<file path="src/rtl/serial_universal_adder_pkg.sv">
// Shared constants for the bit-serial universal adder.
// FSM encodings, default width and counter sizing helper.
package serial_adder_pkg;

    localparam int DEF_WIDTH = 4;

    localparam logic [1:0] IDLE  = 2'd0;
    localparam logic [1:0] SHIFT = 2'd1;
    localparam logic [1:0] DONE  = 2'd2;

    // Bits needed to count 0..w-1 (at least one).
    function automatic int clog2(input int w);
        int n;
        n = 1;
        while ((1 << n) < w) n++;
        return n;
    endfunction

endpackage

</file>
<file path="src/rtl/serial_universal_adder_full_adder.sv">
// One-bit full adder used as the per-bit serial datapath.
// Ports: a, b, cin -> s (sum), cout (majority carry).
module full_adder (
    input  logic a,
    input  logic b,
    input  logic cin,
    output logic s,
    output logic cout
);

    assign s    = a ^ b ^ cin;
    assign cout = (a & b) | (a & cin) | (b & cin);

endmodule

</file>
<file path="src/rtl/serial_universal_adder.sv">
// Bit-serial adder: {carry,S} = A + B + op, LSB first, WIDTH cycles.
// Ports: clk, rst, start, A, B, op in; S, carry, busy, done out.
module serial_universal_adder
    import serial_adder_pkg::*;
#(
    parameter int WIDTH = DEF_WIDTH
) (
    input  logic             clk,
    input  logic             rst,
    input  logic             start,
    input  logic [WIDTH-1:0] A,
    input  logic [WIDTH-1:0] B,
    input  logic             op,
    output logic [WIDTH-1:0] S,
    output logic             carry,
    output logic             busy,
    output logic             done
);

    localparam int CW = clog2(WIDTH);
    localparam logic [CW-1:0] LAST = CW'(WIDTH - 1);

    logic [1:0]       state_q;
    logic [CW-1:0]    cnt_q;
    logic [WIDTH-1:0] a_q;
    logic [WIDTH-1:0] b_q;
    logic [WIDTH-1:0] s_q;
    logic             c_q;
    logic             sum_bit;
    logic             cout_bit;

    full_adder u_fa (
        .a    (a_q[0]),
        .b    (b_q[0]),
        .cin  (c_q),
        .s    (sum_bit),
        .cout (cout_bit)
    );

    always_ff @(posedge clk or posedge rst) begin
        if (rst) begin
            state_q <= IDLE;
            cnt_q   <= '0;
            a_q     <= '0;
            b_q     <= '0;
            s_q     <= '0;
            c_q     <= 1'b0;
        end else begin
            unique case (1'b1)
                (state_q == IDLE): begin
                    if (start) begin
                        a_q     <= A;
                        b_q     <= B;
                        c_q     <= op;
                        cnt_q   <= '0;
                        s_q     <= '0;
                        state_q <= SHIFT;
                    end
                end
                (state_q == SHIFT): begin
                    // Sum bits enter at the MSB so S ends LSB-aligned.
                    s_q   <= {sum_bit, s_q[WIDTH-1:1]};
                    a_q   <= a_q >> 1;
                    b_q   <= b_q >> 1;
                    c_q   <= cout_bit;
                    cnt_q <= cnt_q + 1'b1;
                    if (cnt_q == LAST) state_q <= DONE;
                end
                (state_q == DONE): begin
                    state_q <= IDLE;
                end
                default: begin
                    state_q <= IDLE;
                end
            endcase
        end
    end

    assign S     = s_q;
    assign carry = c_q;
    assign busy  = (state_q == SHIFT);
    assign done  = (state_q == DONE);

endmodule

</file>
<file path="config.mk">
export PLATFORM = sky130hd
export DESIGN_NAME = serial_universal_adder
export DESIGN_NICKNAME = d
export VERILOG_FILES = /design/src/rtl/serial_universal_adder_pkg.sv /design/src/rtl/serial_universal_adder_full_adder.sv /design/src/rtl/serial_universal_adder.sv
export SDC_FILE = /design/constraint.sdc
export NUM_CORES = 1
export LEC_CHECK = 0
export ABC_AREA = 1
export CORE_ASPECT_RATIO = 0.6
export CORE_UTILIZATION = 25
export DETAILED_ROUTE_END_ITERATION = 6
export HOLD_SLACK_MARGIN = 0.02
export PLACE_DENSITY_LB_ADDON = 0.25
export SLEW_MARGIN = 20
export SYNTH_ARGS = -nofsm -noshare
export SYNTH_HDL_FRONTEND = slang
export SYNTH_SLANG_ARGS = --single-unit
</file>
<file path="constraint.sdc">
create_clock -name clk -period 1.9 [get_ports clk]
set_input_delay 0.19 -clock clk [delete_from_list [all_inputs] [get_ports clk]]
set_output_delay 0.19 -clock clk [all_outputs]
set_load 0.02 [all_outputs]
</file>
## After elaboration in Yosys (flattened, before gate mapping)

Index checks and enable logic that the tools add are counted.

| cells by class | value |
|---|---|
| bitwise gates (word level) | 7 |
| mux-type cells | 13 |
| eq/ne operators | 5 |
| $add $sub $neg | 1 |
| reductions and logical operators | 4 |

Operator list:

| kind | count |
|---|---|
| $pmux 4 s2 | 3 |
| $mux 4 | 3 |
| $pmux 2 s2 | 2 |
| $mux 2 | 3 |
| $eq 2x2->1 const B | 2 |
| $reduce_and 2->1 | 2 |
| $and 1x1->1 | 3 |
| $add 2x1->2 const B | 1 |
| $eq 2x1->1 const B | 1 |
| $logic_not 2->1 | 1 |
| $ne 2x1->1 const B | 1 |
| $ne 2x2->1 const B | 1 |
| $or 1x1->1 | 2 |
| $pmux 1 s2 | 1 |
| $reduce_bool 2->1 | 1 |
| $xor 1x1->1 | 2 |
| $mux 1 | 1 |

| word-level totals | value |
|---|---|
| flip-flop bits (word level) | 17 |
| logic and storage cells | 36 |
| output and inout port bits | 7 |

## Depth between registers and ports, before layout

| logic depth | value |
|---|---|
| depth in word-level cells | 4 |
| mapped depth | 6 |
| mapped depth without buffers | 5 |

## By module

A second synthesis with hierarchy kept.

| unflattened totals | value |
|---|---|
| cells, all modules | 101 |
| area, all modules | 865.8 um^2 |

Modules (own cells, without submodules):

| module | cells an instance | instances | sequential area each (um^2) | area each (um^2) |
|---|---|---|---|---|
| serial_universal_adder | 100 | 1 | 425.4 | 845.8 |
| full_adder | 1 | 1 | 0.0 | 20.0 |

## Worst setup path before layout

Ideal clock, no wire load.

| timing path | value |
|---|---|
| path type | register to register |
| start point | reg c_q, in the netlist carry |
| end point | reg s_q[3], in the netlist S[3] |
| required time | 1,774 ps |
| setup slack | 650 ps |
| stages on the path, launching flop included | 4 |
| clock period less this slack | 1,250 ps |
| setup time | 126 ps |
| arrival time | 1,124 ps |
| path through | dfrtp_1 inv_1 fa_1 o21ai_0 |

| between the ends | value |
|---|---|
| word-level cells in the longest chain between the ends | 2 |

RTL lines:

| what | RTL line | source |
|---|---|---|
| start, declared | serial_universal_adder.sv:28 | `logic c_q;` |
| start signal, assigned | serial_universal_adder.sv:54 | `c_q <= op;` |
| start signal, assigned | serial_universal_adder.sv:65 | `c_q <= cout_bit;` |
| $xor 1x1->1 | serial_universal_adder_full_adder.sv:11 | `assign s = a ^ b ^ cin;` |
| $pmux 4 s2 | serial_universal_adder.sv:49 | `unique case (1'b1)` |
| end signal, assigned | serial_universal_adder.sv:62 | `s_q <= {sum_bit, s_q[WIDTH-1:1]};` |
| end, declared | serial_universal_adder.sv:27 | `logic [WIDTH-1:0] s_q;` |

Every way passes these cells.
A chain may end at the register's enable or synchronous reset.

## Final worst setup path

| timing path | value |
|---|---|
| start point | reg state_q[0] |
| end point | out done |

| between the ends | value |
|---|---|
| word-level cells in the longest chain between the ends | 1 |

RTL lines:

| what | RTL line | source |
|---|---|---|
| start, declared | serial_universal_adder.sv:23 | `logic [1:0] state_q;` |
| start signal, assigned | serial_universal_adder.sv:42 | `state_q <= IDLE;` |
| start signal, assigned | serial_universal_adder.sv:57 | `state_q <= SHIFT;` |
| start signal, assigned | serial_universal_adder.sv:67 | `if (cnt_q == LAST) state_q <= DONE;` |
| $eq 2x2->1 | serial_universal_adder.sv:82 | `assign done = (state_q == DONE);` |
| end, declared | serial_universal_adder.sv:17 | `output logic done` |

Every way passes these cells.

==> flow_metrics.env <==
export IMPL_outcome="finished clean"
export IMPL_grt_pass1_vias=607
export IMPL_rows=16
export IMPL_drc=0
export IMPL_cts_tree="yes"
export IMPL_synthSimpleGateAreaFrac_pct=27.2
export IMPL_path_max_fanout=9
export IMPL_synthDistinctLibCells=18
export IMPL_fin_worst_hold_slack_ns=0.306
export IMPL_fin_skew_ns=0.0100
export IMPL_clockBufferDepth=2
export IMPL_layout_commonest_cell="nand2_1"
export IMPL_htreeDepth=1
export IMPL_finalSetupViolations=0
export IMPL_layout_common_cells="31 x nand2_1, 19 x inv_1, 18 x clkdlybuf4s50_1"
export IMPL_fin_tns_setup_ns=0
export IMPL_drive_above_1_share_pct=9.68
export IMPL_dieArea_um2=3680
export IMPL_cpMaxStageDelayCell="clkdlybuf4s50_1"
export IMPL_synthAdderAreaFrac_pct=3.78
export IMPL_synth_cells=105
export IMPL_clk_pin_slew_ns=0.08
export IMPL_worst_path_buf_inv=2
export IMPL_synth_area_um2=860
export IMPL_endpoint_kind="primary output"
export IMPL_hold_violations=0
export IMPL_finalMaxSlewViolations=0
export IMPL_die_height_um=47.4
export IMPL_dieWidth_um=77.7
export IMPL_clk_latency_ns=0.27
export IMPL_grt_max_degree=18
export IMPL_wl_per_cell_um=10.9
export IMPL_multi_input_area_um2=318
export IMPL_slew_headroom_pct=56.0
export IMPL_cts_buffers=3
export IMPL_synth_xor_area_share_pct=0
export IMPL_avgViaCountPerCell=4.04
export IMPL_arrival_ns=1.57
export IMPL_io_buffer_count=18
export IMPL_reg2reg_to="a_q[1]"
export IMPL_ir_drop_mv=0.631
export IMPL_num_nets_final=139
export IMPL_timing_critical_path_from="state_q[0]"
export IMPL_n_fill_cell=353
export IMPL_timing_rr_start="state_q[1]"
export IMPL_tightestPinTransition_ns=0.660
export IMPL_num_vias=683
export IMPL_antenna_found_initial=0
export IMPL_yosysSeqAreaShare_pct=49.5
export IMPL_post_cts_resized=0
export IMPL_pin_count=19
export IMPL_synth_compound_area_share_pct=5.97
export IMPL_finalCritPeriodShare_pct=92.7
export IMPL_diodes=0
export IMPL_wirelength_um=1850
export IMPL_clockRootBuffer="clkbuf_8"
export IMPL_r2r_cells=5
export IMPL_ys_seq_elements=17
export IMPL_hold_buffers=0
export IMPL_hpwl_um=1250
export IMPL_critPathTopFamily="buffers and inverters"
export IMPL_syn2layout_area_growth_pct=29.7
export IMPL_regArea_um2=425
export IMPL_grt_use_total_pct=12.2
export IMPL_globalplace_congestion=0.744
export IMPL_yosysWarnings=0
export IMPL_coreArea_um2=3260
export IMPL_synth_nets=119
export IMPL_post_cts_buffers=0
export IMPL_grt_pass1_wl_um=3080
export IMPL_path_cells="buf_4, nor2_1, clkdlybuf4s50_1"
export IMPL_critical_path_class="register to primary output"
export IMPL_rsz0062_at_grt="no"
export IMPL_grt_overflow=0
export IMPL_leakage_nw=0.559
export IMPL_cap_violations=0
export IMPL_layout_min_cycle_time_ns=1.76
export IMPL_syn_avg_cell_area_um2=8.19
export IMPL_hp_class="input pin to async pin"
export IMPL_cp_required_ns=1.71
export IMPL_reg2reg_slack_ns=0.65
export IMPL_start_util_pct=26.3
export IMPL_critPathMaxStageDelay_ns=0.61
export IMPL_drt_antenna_violating_nets=0
export IMPL_drtIter0Drc=37
export IMPL_synth_top_family_by_area="simple AND/OR/NAND/NOR gates"
export IMPL_synth_mux_area_fraction_pct=0
export IMPL_cts_num_sinks=17
export IMPL_cp_endpoint="done"
export IMPL_cp_start_kind="register"
export IMPL_drt_pass1_iter_count=4
export IMPL_p_per_area_nw_per_um2=1650
export IMPL_crit_cells=3
export IMPL_max_freq_mhz=568
[layout make-up]
type | count | share of cell area (%)
flip-flops and latches | 17 | 38.2
repair buffers | 19 | 16.8
clock inverters | 1 | 0.673
well taps | 45 | 5.05
clock buffers | 3 | 3.70
inverters | 21 | 7.07
multi-input cells | 63 | 28.5
[Yosys cell counts]
cell | instances | share of area [%]
nand2_1 | 31 | 14
inv_1 | 19 | 8.3
dfrtp_1 | 17 | 49
nand3_1 | 14 | 8.2
o21ai_0 | 4 | 2.3
nor2_1 | 3 | 1.3
buf_4 | 2 | 1.7
buf_6 | 2 | 2.6
inv_2 | 2 | 0.87
nand2_2 | 2 | 1.5
o21ai_1 | 2 | 1.2
a21oi_1 | 1 | 0.58
fa_1 | 1 | 2.3
ha_1 | 1 | 1.5
nand2_4 | 1 | 1.3
nand4_1 | 1 | 0.73
nor2_2 | 1 | 0.73
o21ai_4 | 1 | 1.9
[cells by family (layout without fill, tap and decap cells)]
| logic type | Yosys count | in the layout |
|---|---|---|
| fa+ha+maj | 2 | 2 |
| flops | 17 | 17 |
| buf+inv | 25 | 44 |
| compound gates | 8 | 8 |
| simple gates | 53 | 53 |
[metrics by stage]
step / utilization (%) / total power, mW / setup WS [ns] / std cells / cell area (um^2)
after CTS: 34.2 / 1.85 / 0.132 / 169 / 1110
final: 34.2 / 1.84 / 0.139 / 169 / 1110
after detailed placement: 32.7 / 1.55 / 0.428 / 165 / 1070
after floorplan: - / 1.29 / 0.650 / 105 / 860
after global routing: 34.2 / 2.02 / 0.0443 / 169 / 1110
after global placement: 32.7 / 1.55 / 0.441 / 165 / 1070
[how the worst min path moves through the flow]
stage / to / cells after the start / start / slack (ns)
floorplan: S[0] / 1 / rst / 0.12
global placement: a_q[1] / 2 / a_q[1] / 0.46
detailed placement: a_q[1] / 2 / a_q[1] / 0.47
CTS: S[2] / 2 / rst / 0.34
global route: S[2] / 2 / rst / 0.39
finish: S[3] / 2 / rst / 0.31
[registers in the layout, summed over array words and instances (netlist names)]
register	flops
state_q	2
carry	1
cnt_q	2
S	4
b_q	4
a_q	4
[metal layers]
layer / up-vias / part of all wire, % / track usage [%]
li1: 355 / - / -
met1: 307 / 57 / 17.6
met2: 17 / 35 / 15.4
met3: 4 / 5.7 / 5.14
met4: 0 / 1.7 / 5.66
met5: - / 0 / 0
[worst register-to-register path, cell delays in order, from the launching register on]
cell     delay (ns)
dfrtp_1        0.40
inv_2          0.21
nand2_2        0.24
nand2_4        0.18
nand3_1        0.08
nand2_1        0.07
[power breakdown]
part	switching, mW	internal [mW]	leakage (nW)
sequential	0.0977	0.533	0.213
combinational	0.550	0.366	0.325
clock	0.144	0.148	0.0217
total	0.791	1.05	0.559
Note: power is estimated with default switching activity, not from simulation.
